$ cat src/rtl/mem_port_arbiter.sv
// rtl/mem_port_arbiter.sv - single-port memory arbiter for fetch and data ports
// Data port has priority; a starvation counter forces a fetch grant after STARVE_MAX data wins.
module mem_port_arbiter #(
    parameter int ADDR_W     = 32,
    parameter int DATA_W     = 32,
    parameter int MEM_LAT    = 2,
    parameter int STARVE_MAX = 4
) (
    input  logic              clk,
    input  logic              rst_n,
    input  logic              if_req,
    input  logic [ADDR_W-1:0] if_addr,
    output logic              if_gnt,
    output logic              if_rvalid,
    output logic [DATA_W-1:0] if_rdata,
    input  logic              d_req,
    input  logic              d_we,
    input  logic [ADDR_W-1:0] d_addr,
    input  logic [DATA_W-1:0] d_wdata,
    output logic              d_gnt,
    output logic              d_rvalid,
    output logic [DATA_W-1:0] d_rdata,
    output logic              mem_en,
    output logic              mem_we,
    output logic [ADDR_W-1:0] mem_addr,
    output logic [DATA_W-1:0] mem_wdata,
    input  logic [DATA_W-1:0] mem_rdata,
    output logic              busy
);

    localparam int LW = $clog2(MEM_LAT + 1);
    localparam int SW = $clog2(STARVE_MAX + 1);

    typedef enum logic [1:0] {
        S_IDLE  = 2'd0,
        S_ISSUE = 2'd1,
        S_WAIT  = 2'd2,
        S_RESP  = 2'd3
    } state_t;

    state_t            state_q, state_d;
    logic [LW-1:0]     lat_q, lat_d;
    logic [SW-1:0]     starve_q, starve_d;
    logic [ADDR_W-1:0] addr_q, addr_d;
    logic [DATA_W-1:0] wdata_q, wdata_d;
    logic              we_q, we_d;
    logic              owner_d_q, owner_d_d;
    logic              starve_sat;
    logic              fetch_wins;

    assign starve_sat = (starve_q == SW'(STARVE_MAX));
    assign fetch_wins = if_req && (!d_req || starve_sat);

    always_ff @(posedge clk or negedge rst_n) begin
        if (!rst_n) begin
            state_q   <= S_IDLE;
            lat_q     <= '0;
            starve_q  <= '0;
            addr_q    <= '0;
            wdata_q   <= '0;
            we_q      <= 1'b0;
            owner_d_q <= 1'b0;
        end else begin
            state_q   <= state_d;
            lat_q     <= lat_d;
            starve_q  <= starve_d;
            addr_q    <= addr_d;
            wdata_q   <= wdata_d;
            we_q      <= we_d;
            owner_d_q <= owner_d_d;
        end
    end

    always_comb begin
        state_d   = state_q;
        lat_d     = lat_q;
        starve_d  = starve_q;
        addr_d    = addr_q;
        wdata_d   = wdata_q;
        we_d      = we_q;
        owner_d_d = owner_d_q;
        if_gnt    = 1'b0;
        d_gnt     = 1'b0;
        case (state_q)
            S_IDLE: begin
                // Gating with rst_n keeps grants silent while reset is asserted.
                if (rst_n && (if_req || d_req)) begin
                    if (fetch_wins) begin
                        if_gnt    = 1'b1;
                        addr_d    = if_addr;
                        we_d      = 1'b0;
                        wdata_d   = '0;
                        owner_d_d = 1'b0;
                        starve_d  = '0;
                    end else begin
                        d_gnt     = 1'b1;
                        addr_d    = d_addr;
                        we_d      = d_we;
                        wdata_d   = d_wdata;
                        owner_d_d = 1'b1;
                        if (!if_req) begin
                            starve_d = '0;
                        end else if (!starve_sat) begin
                            starve_d = starve_q + SW'(1);
                        end
                    end
                    state_d = S_ISSUE;
                end
            end
            S_ISSUE: begin
                lat_d   = '0;
                state_d = (MEM_LAT == 1) ? S_RESP : S_WAIT;
            end
            S_WAIT: begin
                if (lat_q == LW'(MEM_LAT - 2)) begin
                    state_d = S_RESP;
                end else begin
                    lat_d = lat_q + LW'(1);
                end
            end
            S_RESP: begin
                state_d = S_IDLE;
            end
            default: begin
                state_d = S_IDLE;
            end
        endcase
    end

    assign busy      = (state_q != S_IDLE);
    assign mem_en    = (state_q == S_ISSUE);
    assign mem_we    = (state_q == S_ISSUE) && we_q;
    assign mem_addr  = addr_q;
    assign mem_wdata = wdata_q;

    assign if_rvalid = (state_q == S_RESP) && !owner_d_q;
    assign d_rvalid  = (state_q == S_RESP) && owner_d_q;
    assign if_rdata  = if_rvalid ? mem_rdata : '0;
    // Store acks carry no data.
    assign d_rdata   = (d_rvalid && !we_q) ? mem_rdata : '0;

endmodule

$ cat config.mk
export PLATFORM = sky130hd
export DESIGN_NAME = mem_port_arbiter
export DESIGN_NICKNAME = d
export VERILOG_FILES = /design/src/rtl/mem_port_arbiter.sv
export SDC_FILE = /design/constraint.sdc
export NUM_CORES = 1
export LEC_CHECK = 0
export ABC_CLOCK_PERIOD_IN_PS = 1700
export CAP_MARGIN = 20
export CORE_ASPECT_RATIO = 2
export CORE_MARGIN = 3
export CORE_UTILIZATION = 31
export CTS_BUF_LIST = sky130_fd_sc_hd__clkbuf_16
export CTS_CLUSTER_DIAMETER = 150
export CTS_CLUSTER_SIZE = 30
export DETAILED_ROUTE_END_ITERATION = 8
export PLACE_DENSITY_LB_ADDON = 0.08
export SLEW_MARGIN = 20
export SYNTH_ARGS = -nofsm -noshare
export SYNTH_HDL_FRONTEND = slang
export SYNTH_SLANG_ARGS = --single-unit
$ cat constraint.sdc
create_clock -name clk -period 1.7 [get_ports clk]
set_input_delay 0.34 -clock clk [delete_from_list [all_inputs] [get_ports clk]]
set_output_delay 0.34 -clock clk [all_outputs]
set_load 0.05 [all_outputs]
Word level (Yosys, flattened, before mapping) --
Cells that the tools add are included. W data, S select, Z words.
Operators by class: $add $sub $neg 2, $mul 0, div/mod/pow operators 0, $lt $le $gt $ge 0, equal/unequal tests 8, shift-type cells 0, mux-type cells 19, bitwise logic cells 0, reductions and logical operators 19
Operators with widths (count):
- $mux W32 | 4
- $mux W3 | 3
- $pmux W2 S4 | 1
- $mux W1 | 7
- $logic_and A1 B1 Y1 | 6
- $mux W2 | 3
- $ne A2 B2 Y1 const B | 3
- $reduce_and A2 Y1 | 3
- $eq A2 B2 Y1 const B | 2
- $logic_not A2 Y1 | 2
- $pmux W2 S2 | 1
- $reduce_bool A2 Y1 | 2
- $add A3 B1 Y3 const B | 1
- $eq A3 B3 Y1 const B | 1
- $logic_not A1 Y1 | 3
- $ne A3 B2 Y1 const B | 1
- $reduce_and A3 Y1 | 1
- $add A2 B1 Y2 const B | 1
- $eq A2 B1 Y1 const B | 1
- $logic_or A1 B1 Y1 | 2
Word-level totals: register bits after elaboration 73, latch bits 0, bits in writable memories 0, ROM bits 0, bits of input ports 133, output and inout port bits 135, word-level logic and storage cells 55, memories 0

Longest topological paths before layout --
Gate-level depths: netlist (run 1).
depth in word-level cells 6, mapped depth 7, depth with buffers taken out 5

Least setup slack after synthesis (run 1) --
OpenSTA, ideal clock, no wires.
path type register to output, from reg state_q[0], to out d_rdata[10], arrival 1910 ps, data required time 1360 ps, slack -550 ps, stages on the path, launching flop included 6, buffers on the path 1, cell sequence dfrtp_1 -> ha_1 -> and2_1 -> nor2b_1 -> clkbuf_1 -> and2_1
On the way: word-level cells in the longest chain between the ends 4
Ends and longest elaborated chain:
- start: declaration | RTL line 41 | state_t state_q, state_d;
- start signal: assignment | RTL line 64 | state_q <= state_d;
- $eq A2 B2 Y1 | RTL line 137 | assign d_rvalid = (state_q == S_RESP) && owner_d_q;
- $logic_and A1 B1 Y1 | RTL line 137
- via d_rvalid | RTL line 21 | output logic d_rvalid,
- $logic_and A1 B1 Y1 | RTL line 140 | assign d_rdata = (d_rvalid && !we_q) ? mem_rdata : '0;
- $mux W32 | RTL line 140
- end: declaration | RTL line 22 | output logic [DATA_W-1:0] d_rdata,
The timed path passes the listed nets, and every way through them passes these cells.

Worst setup path after layout (run 1) --
from reg state_q[0], to out d_rdata[14]
On the way: word-level cells in the longest chain between the ends 4
Ends and longest elaborated chain (RTL line):
- $eq A2 B2 Y1 | 137
- $logic_and A1 B1 Y1 | 137
- $logic_and A1 B1 Y1 | 140
- $mux W32 | 140
Every way passes these cells.

==> results.json, run 1 <==
{
  "synthTopCellsByArea": "dfrtp_1 (53%), and2_1 (14%), a221o_1 (9.2%)",
  "hp-class": "primary input to async pin",
  "vdd_drop_max_mv": 1.065,
  "yosys_warnings": 0,
  "grt_max_degree": 73,
  "ff2ff_setup_slack_ps": -140,
  "yosysTopAreaCell": "dfrtp_1",
  "arrival_ps": 1760,
  "portBuffers": 267,
  "cts_tree": "yes",
  "die_y_um": 155.7,
  "drive_above_1_share_pct": 46.10,
  "timing_worst_setup_path_type": "register to primary output",
  "syn_nets": 442,
  "setup_violations": 101,
  "power_per_cell_area_mw_per_mm2": 1956,
  "worstSetupStartpoint": "state_q[0]",
  "slowest_stage": "dfrtp_1",
  "hold_viol_final": 0,
  "antenna_found_initial": 0,
  "ant_nets": 0,
  "die_w_um": 80.86,
  "cts_root_buf": "clkbuf_16",
  "setup_ws_ps": -397.1,
  "rsz0062_at_grt": "true",
  "grt-ovfl-total": 0,
  "slew_headroom_pct": 40.49,
  "total_power_mw": 15.37,
  "timing.rr.start": "state_q[1]",
  "finClkSkew_ps": 3.791,
  "fmax_ghz": 0.4768,
  "yosys.area.top_type_share_pct": 52.57,
  "cp-start-kind": "register",
  "core-area_mm2": 0.01095,
  "synth_seq_cells": 73,
  "slew_viol_final": 0,
  "final_util_pct": 71.82,
  "grt.total_usage_pct": 22.45,
  "dieArea_mm2": 0.01259,
  "status": "finished with violations",
  "avgViaCountPerCell": 4.882,
  "n_antenna_cell": 0,
  "failed_checks": "negative setup slack",
  "clock-sinks": 73,
  "path_delay_family": "simple AND/OR/NAND/NOR gates",
  "synth_cells": 301,
  "crit_path_cell_trace": "ha_4 > buf_6 > and2_4 > nor2b_4 > buf_12 > and2_4 > buf_12",
  "place_hpwl_um": 10960,
  "endpoint": "d_rdata[14]",
  "ioPinCount": 268,
  "drt-initial-drc-count": 147,
  "gp_congestion": 0.8036,
  "drc": 0,
  "min_period_over_period_pct": 123.4,
  "ff2ff_path_depth": 10,
  "fillCellCount": 821,
  "vias": 3627,
  "syn_to_final_growth_pct": 126.3,
  "reg2reg_to": "mem_addr[4]",
  "leakage_nw": 3.553,
  "cp.depth": 7,
  "crit_path_end_kind": "primary output",
  "syn_area_mm2": 0.003475,
  "grt_pass1_wl_um": 21260,
  "required_ps": 1360,
  "cp_max_fo": 16,
  "placed_area_mm2": 0.007163,
  "tightest_slew_ps": 892.6,
  "worst-path-buf-inv": 3,
  "synth_cell_type_count": 25,
  "cts_buffer_depth": 2,
  "drv_cap": 0,
  "h-tree-depth": 3,
  "nets": 739,
  "min_period_ps": 2097,
  "final_area_mm2": 0.007861,
  "finalWirelength_um": 14270,
  "numCtsBuffers": 9,
  "worst_hold_slack_ps": 327.3,
  "firstDrtPassIters": 6,
  "core.rowCount": 54,
  "clkTransAtPathRegs_ps": 60,
  "wl_per_cell_um": 19.21,
  "critPathMaxStageDelay_ps": 420,
  "clk_latency_ps": 330,
  "avgSynthCellArea_um2": 11.54,
  "synth_seq_area_share_pct": 52.57,
  "grt_pass1_vias": 3873,
  "start_util_pct": 31.74
}
timing repair:
item / 4_1_cts / 5_1_grt
hold buffers: 1 / 0
endpoints found under the hold margin: 1 / 0
pin swaps: 31 / 22
endpoints found under the setup margin: 140 / 127
gates cloned: 2 / 0
buffers inserted: 10 / 7
gates resized for setup: 48 / 13
per-stage QoR:
step                std cells  setup slack, ps  setup TNS [ps]
detailed placement        709           -568.4          -40010
finish                    743           -397.1          -23210
CTS                       738           -383.9          -21130
global placement          709           -400.1          -33610
floorplan                 301           -9.199          -158.6
global route              743           -434.0          -29430
sequential cells by signal, summed over array words and instances (netlist names):
signal and cells:
owner_d_q 1, we_q 1, mem_addr 32, mem_wdata 32, starve_q 3, state_q 2
lat_q 2
layout make-up:
class	instances	area (um2)	share of cell area, %
sequential	73	1827	23.24
clock buffer	9	225.2	2.865
multi-input combinational	197	1800	22.90
timing repair buffer	308	3676	46.76
clock inverter	7	118.9	1.512
tap	140	175.2	2.228
inverter	9	38.79	0.4934
synthesized netlist by cell type:
library cell  number
a2bb2oi_1          1
a32o_1             2
nand2_1            2
clkbuf_2           1
buf_4              2
a22o_1            34
dfrtp_1           73
xor2_1             1
and2_1            78
a31oi_2            1
o21ai_0            1
mux2_2             2
clkbuf_1           9
a221o_1           32
nor2_1             1
and2_0            21
nor2b_1            3
a21oi_2            1
o211ai_2           1
a31o_2             1
buf_2             12
a21oi_1            3
inv_1              9
ha_1               8
nand3_1            2
worst register-to-register path, cell delays in order, from the launching register on:
cell	delay (ps)
dfrtp_1	390
buf_4	160
inv_4	40
ha_4	170
nand3_4	80
a21oi_4	40
buf_12	130
buf_4	130
buf_4	140
buf_12	140
a221o_1	300
cells by family after synthesis:
| kind of cell | share of synthesized area (%) |
|---|---|
| xor gates and xnor gates | 0.2521 |
| DFF | 52.57 |
| muxes | 0.6481 |
| and+or+nand+nor | 18.98 |
| adders and majority gates | 2.881 |
| AOI/OAI and AO/OA | 20.42 |
| buffers and inverters | 4.249 |
cell usage in the layout (no fill, tap or decap), types with 4 or more instances in the layout:
| cell | netlist | routed |
|---|---|---|
| ha_1 | 8 | 4 |
| and2_4 | 0 | 65 |
| nor2b_4 | 0 | 5 |
| dfrtp_1 | 73 | 73 |
| buf_4 | 2 | 86 |
| buf_6 | 0 | 10 |
| and2_1 | 78 | 12 |
| a221o_1 | 32 | 32 |
| buf_12 | 0 | 79 |
| and2_0 | 21 | 21 |
| a22o_1 | 34 | 34 |
| clkdlybuf4s50_1 | 0 | 131 |
| clkbuf_16 | 0 | 9 |
| inv_1 | 9 | 7 |
power by group:
group	internal (mW)	switching, mW	total [mW]
Clock	1.43	0.725	2.16
Combinational	4.31	5.86	10.2
Sequential	2.55	0.507	3.05
worst min path at each step:
stage | endpoint | slack [ps] | cells past startpoint
global placement | mem_addr[8] | 160 | 1
CTS | lat_q[1] | 350 | 2
global route | lat_q[1] | 420 | 2
detailed placement | mem_addr[8] | 160 | 1
floorplan | lat_q[0] | 40 | 0
finish | mem_addr[14] | 330 | 2
routing by layer:
layer  up-vias  share of wire, %  wire length [um]  global-route usage, %
met2       204                55              7837                  41.04
met3        30               8.9              1277                  5.665
li1       1670                 -                 -                      -
met5         -                 0                 0                      0
met4         0               3.4               482                  9.589
met1      1723                33              4677                  23.58
Note: power is estimated with default switching activity, not from simulation.
==> run 2, diff against run 1 <==
--- a/config.mk
+++ b/config.mk
@@ -15,7 +15,7 @@
 export CTS_CLUSTER_SIZE = 30
 export DETAILED_ROUTE_END_ITERATION = 8
 export PLACE_DENSITY_LB_ADDON = 0.08
-export SLEW_MARGIN = 20
+export SLEW_MARGIN = 30
 export SYNTH_ARGS = -nofsm -noshare
 export SYNTH_HDL_FRONTEND = slang
 export SYNTH_SLANG_ARGS = --single-unit
==> run 2 against run 1 <==
Net effect:
- the run still ends with negative setup slack left
- setup slack barely moved
- final area barely moved
- combinational power barely moved
- clock skew barely moved
- register-to-register slack barely moved
- sequential share of layout area barely moved
- maximum frequency barely moved
- via count fell by 0.14%
- clock power barely moved
- global-route usage did not move
- first-iteration DRC count did not move
- hold slack got worse by 110 ps
==> results.json, run 2 (synthesis gave the netlist of run 1 again) <==
{
  "status": "finished with violations",
  "failed_checks": "negative setup slack",
  "gp_congestion": 0.8036,
  "hp-class": "primary input to async pin",
  "power_per_cell_area_mw_per_mm2": 1955,
  "grt_pass1_wl_um": 21260,
  "setup_ws_ps": -397.2,
  "firstDrtPassIters": 6,
  "hold_viol_final": 0,
  "ant_nets": 0,
  "layout_common_cells": "clkdlybuf4s50_1 (131), buf_4 (85), buf_12 (79)",
  "leakage_nw": 3.554,
  "cts_buffer_depth": 2,
  "nets": 739,
  "power_frac_clock_pct": 14.0,
  "cts_root_buf": "clkbuf_16",
  "crit_path_end_kind": "primary output",
  "die_w_um": 80.86,
  "cp-start-kind": "register",
  "numCtsBuffers": 9,
  "fillCellCount": 819,
  "slew_headroom_pct": 57.29,
  "mostFrequentLayoutCell": "clkdlybuf4s50_1",
  "finalWirelength_um": 14270,
  "dieArea_mm2": 0.01259,
  "rsz0062_at_grt": "true",
  "p_sw_share_pct": 46.10,
  "arrival_ps": 1760,
  "grt.total_usage_pct": 22.45,
  "min_period_ps": 2097,
  "drv_cap": 0,
  "h-tree-depth": 3,
  "p_seq_share_pct": 19.9,
  "ff2ff_path_depth": 10,
  "cts_tree": "yes",
  "start_util_pct": 31.74,
  "drive_above_1_share_pct": 46.10,
  "core.rowCount": 54,
  "min_period_over_period_pct": 123.4,
  "core-area_mm2": 0.01095,
  "slew_viol_final": 0,
  "clk_latency_ps": 330,
  "combPwrFrac_pct": 66.1,
  "worstSetupStartpoint": "state_q[0]",
  "setup_violations": 101,
  "clkTransAtPathRegs_ps": 60,
  "wl_per_cell_um": 19.20,
  "fmax_ghz": 0.4768,
  "grt_max_degree": 73,
  "drt-initial-drc-count": 147,
  "place_hpwl_um": 10960,
  "n_antenna_cell": 0,
  "seq_area_mm2": 0.001827,
  "avgViaCountPerCell": 4.875,
  "timing_worst_setup_path_type": "register to primary output",
  "antenna_found_initial": 0,
  "timing.rr.start": "state_q[1]",
  "ioPinCount": 268,
  "portBuffers": 267,
  "tightest_slew_ps": 640.6,
  "clock-sinks": 73,
  "p_sw_mw": 7.088,
  "cp_max_fo": 16,
  "ff2ff_setup_slack_ps": -140,
  "die_y_um": 155.7,
  "drc": 0,
  "final_util_pct": 71.86,
  "multi_input_area_mm2": 0.001800,
  "place_ws_ps": -568.4,
  "vdd_drop_max_mv": 1.065,
  "grt_pass1_vias": 3873,
  "p_int_mw": 8.286,
  "syn_to_final_growth_pct": 126.4,
  "reg2reg_to": "mem_addr[4]",
  "required_ps": 1360,
  "grt-ovfl-total": 0,
  "vias": 3622,
  "finClkSkew_ps": 3.847
}
[run 2: changes by cell type in the layout (fill, tap and decap cells not counted)]
cell   previous run  this run
buf_6            10        11
buf_4            86        85
[run 2: layout make-up]
type / count / area share, %
tap: 140 / 2.227
inverter: 9 / 0.4932
sequential: 73 / 23.23
clock inverter: 7 / 1.511
timing repair buffer: 308 / 46.79
multi-input combinational: 197 / 22.89
clock buffer: 9 / 2.864
[run 2: stage by stage]
step	TNS, ps	cell area, um2	instances	power (mW)	hold WS (ps)
floorplan	-158.6	3650	301	8.747	44.41
global placement	-33610	7163	709	12.56	163.1
detailed placement	-40010	7163	709	12.70	160.9
CTS	-21130	7755	738	15.37	352.8
global route	-29440	7865	743	16.01	275.6
finish	-23220	7865	743	15.37	214.9
[run 2: how the worst max path moves through the flow]
stage                   endpoint  slack [ps]
floorplan            d_rdata[12]          -9
global placement     if_rdata[8]        -400
detailed placement  if_rdata[20]        -570
CTS                   d_rdata[0]        -380
global route          d_rdata[0]        -430
finish               d_rdata[14]        -400
[run 2: what timing repair did]
action	CTS	global route
hold buffers	1	0
buffers inserted	10	7
cloned	2	0
endpoints found under the hold margin	1	0
pin swaps	31	22
setup endpoints to repair	140	127
resized for setup	48	13
[run 2: power groups by stage]
stage / combinational, mW / sequential, mW / clock [mW]
after floorplan: 3.20 / 5.54 / 0
after global placement: 9.56 / 3.00 / 0
after detailed placement: 9.68 / 3.02 / 0
after CTS: 10.1 / 3.04 / 2.20
after global routing: 10.6 / 3.16 / 2.26
final: 10.2 / 3.05 / 2.16
[run 2: worst max-delay path: stages (launching register included)]
cell and delay, ps:
dfrtp_1 420, ha_4 180, buf_6 110, and2_4 140, nor2b_4 130, buf_12 150, and2_4 160, buf_12 140
[run 2: layer usage]
layer / track usage [%] / share of wire (%) / vias up
met5: 0 / 0 / -
met4: 9.589 / 3.4 / 0
li1: - / - / 1670
met1: 23.58 / 33 / 1716
met2: 41.04 / 55 / 204
met3: 5.665 / 8.9 / 32
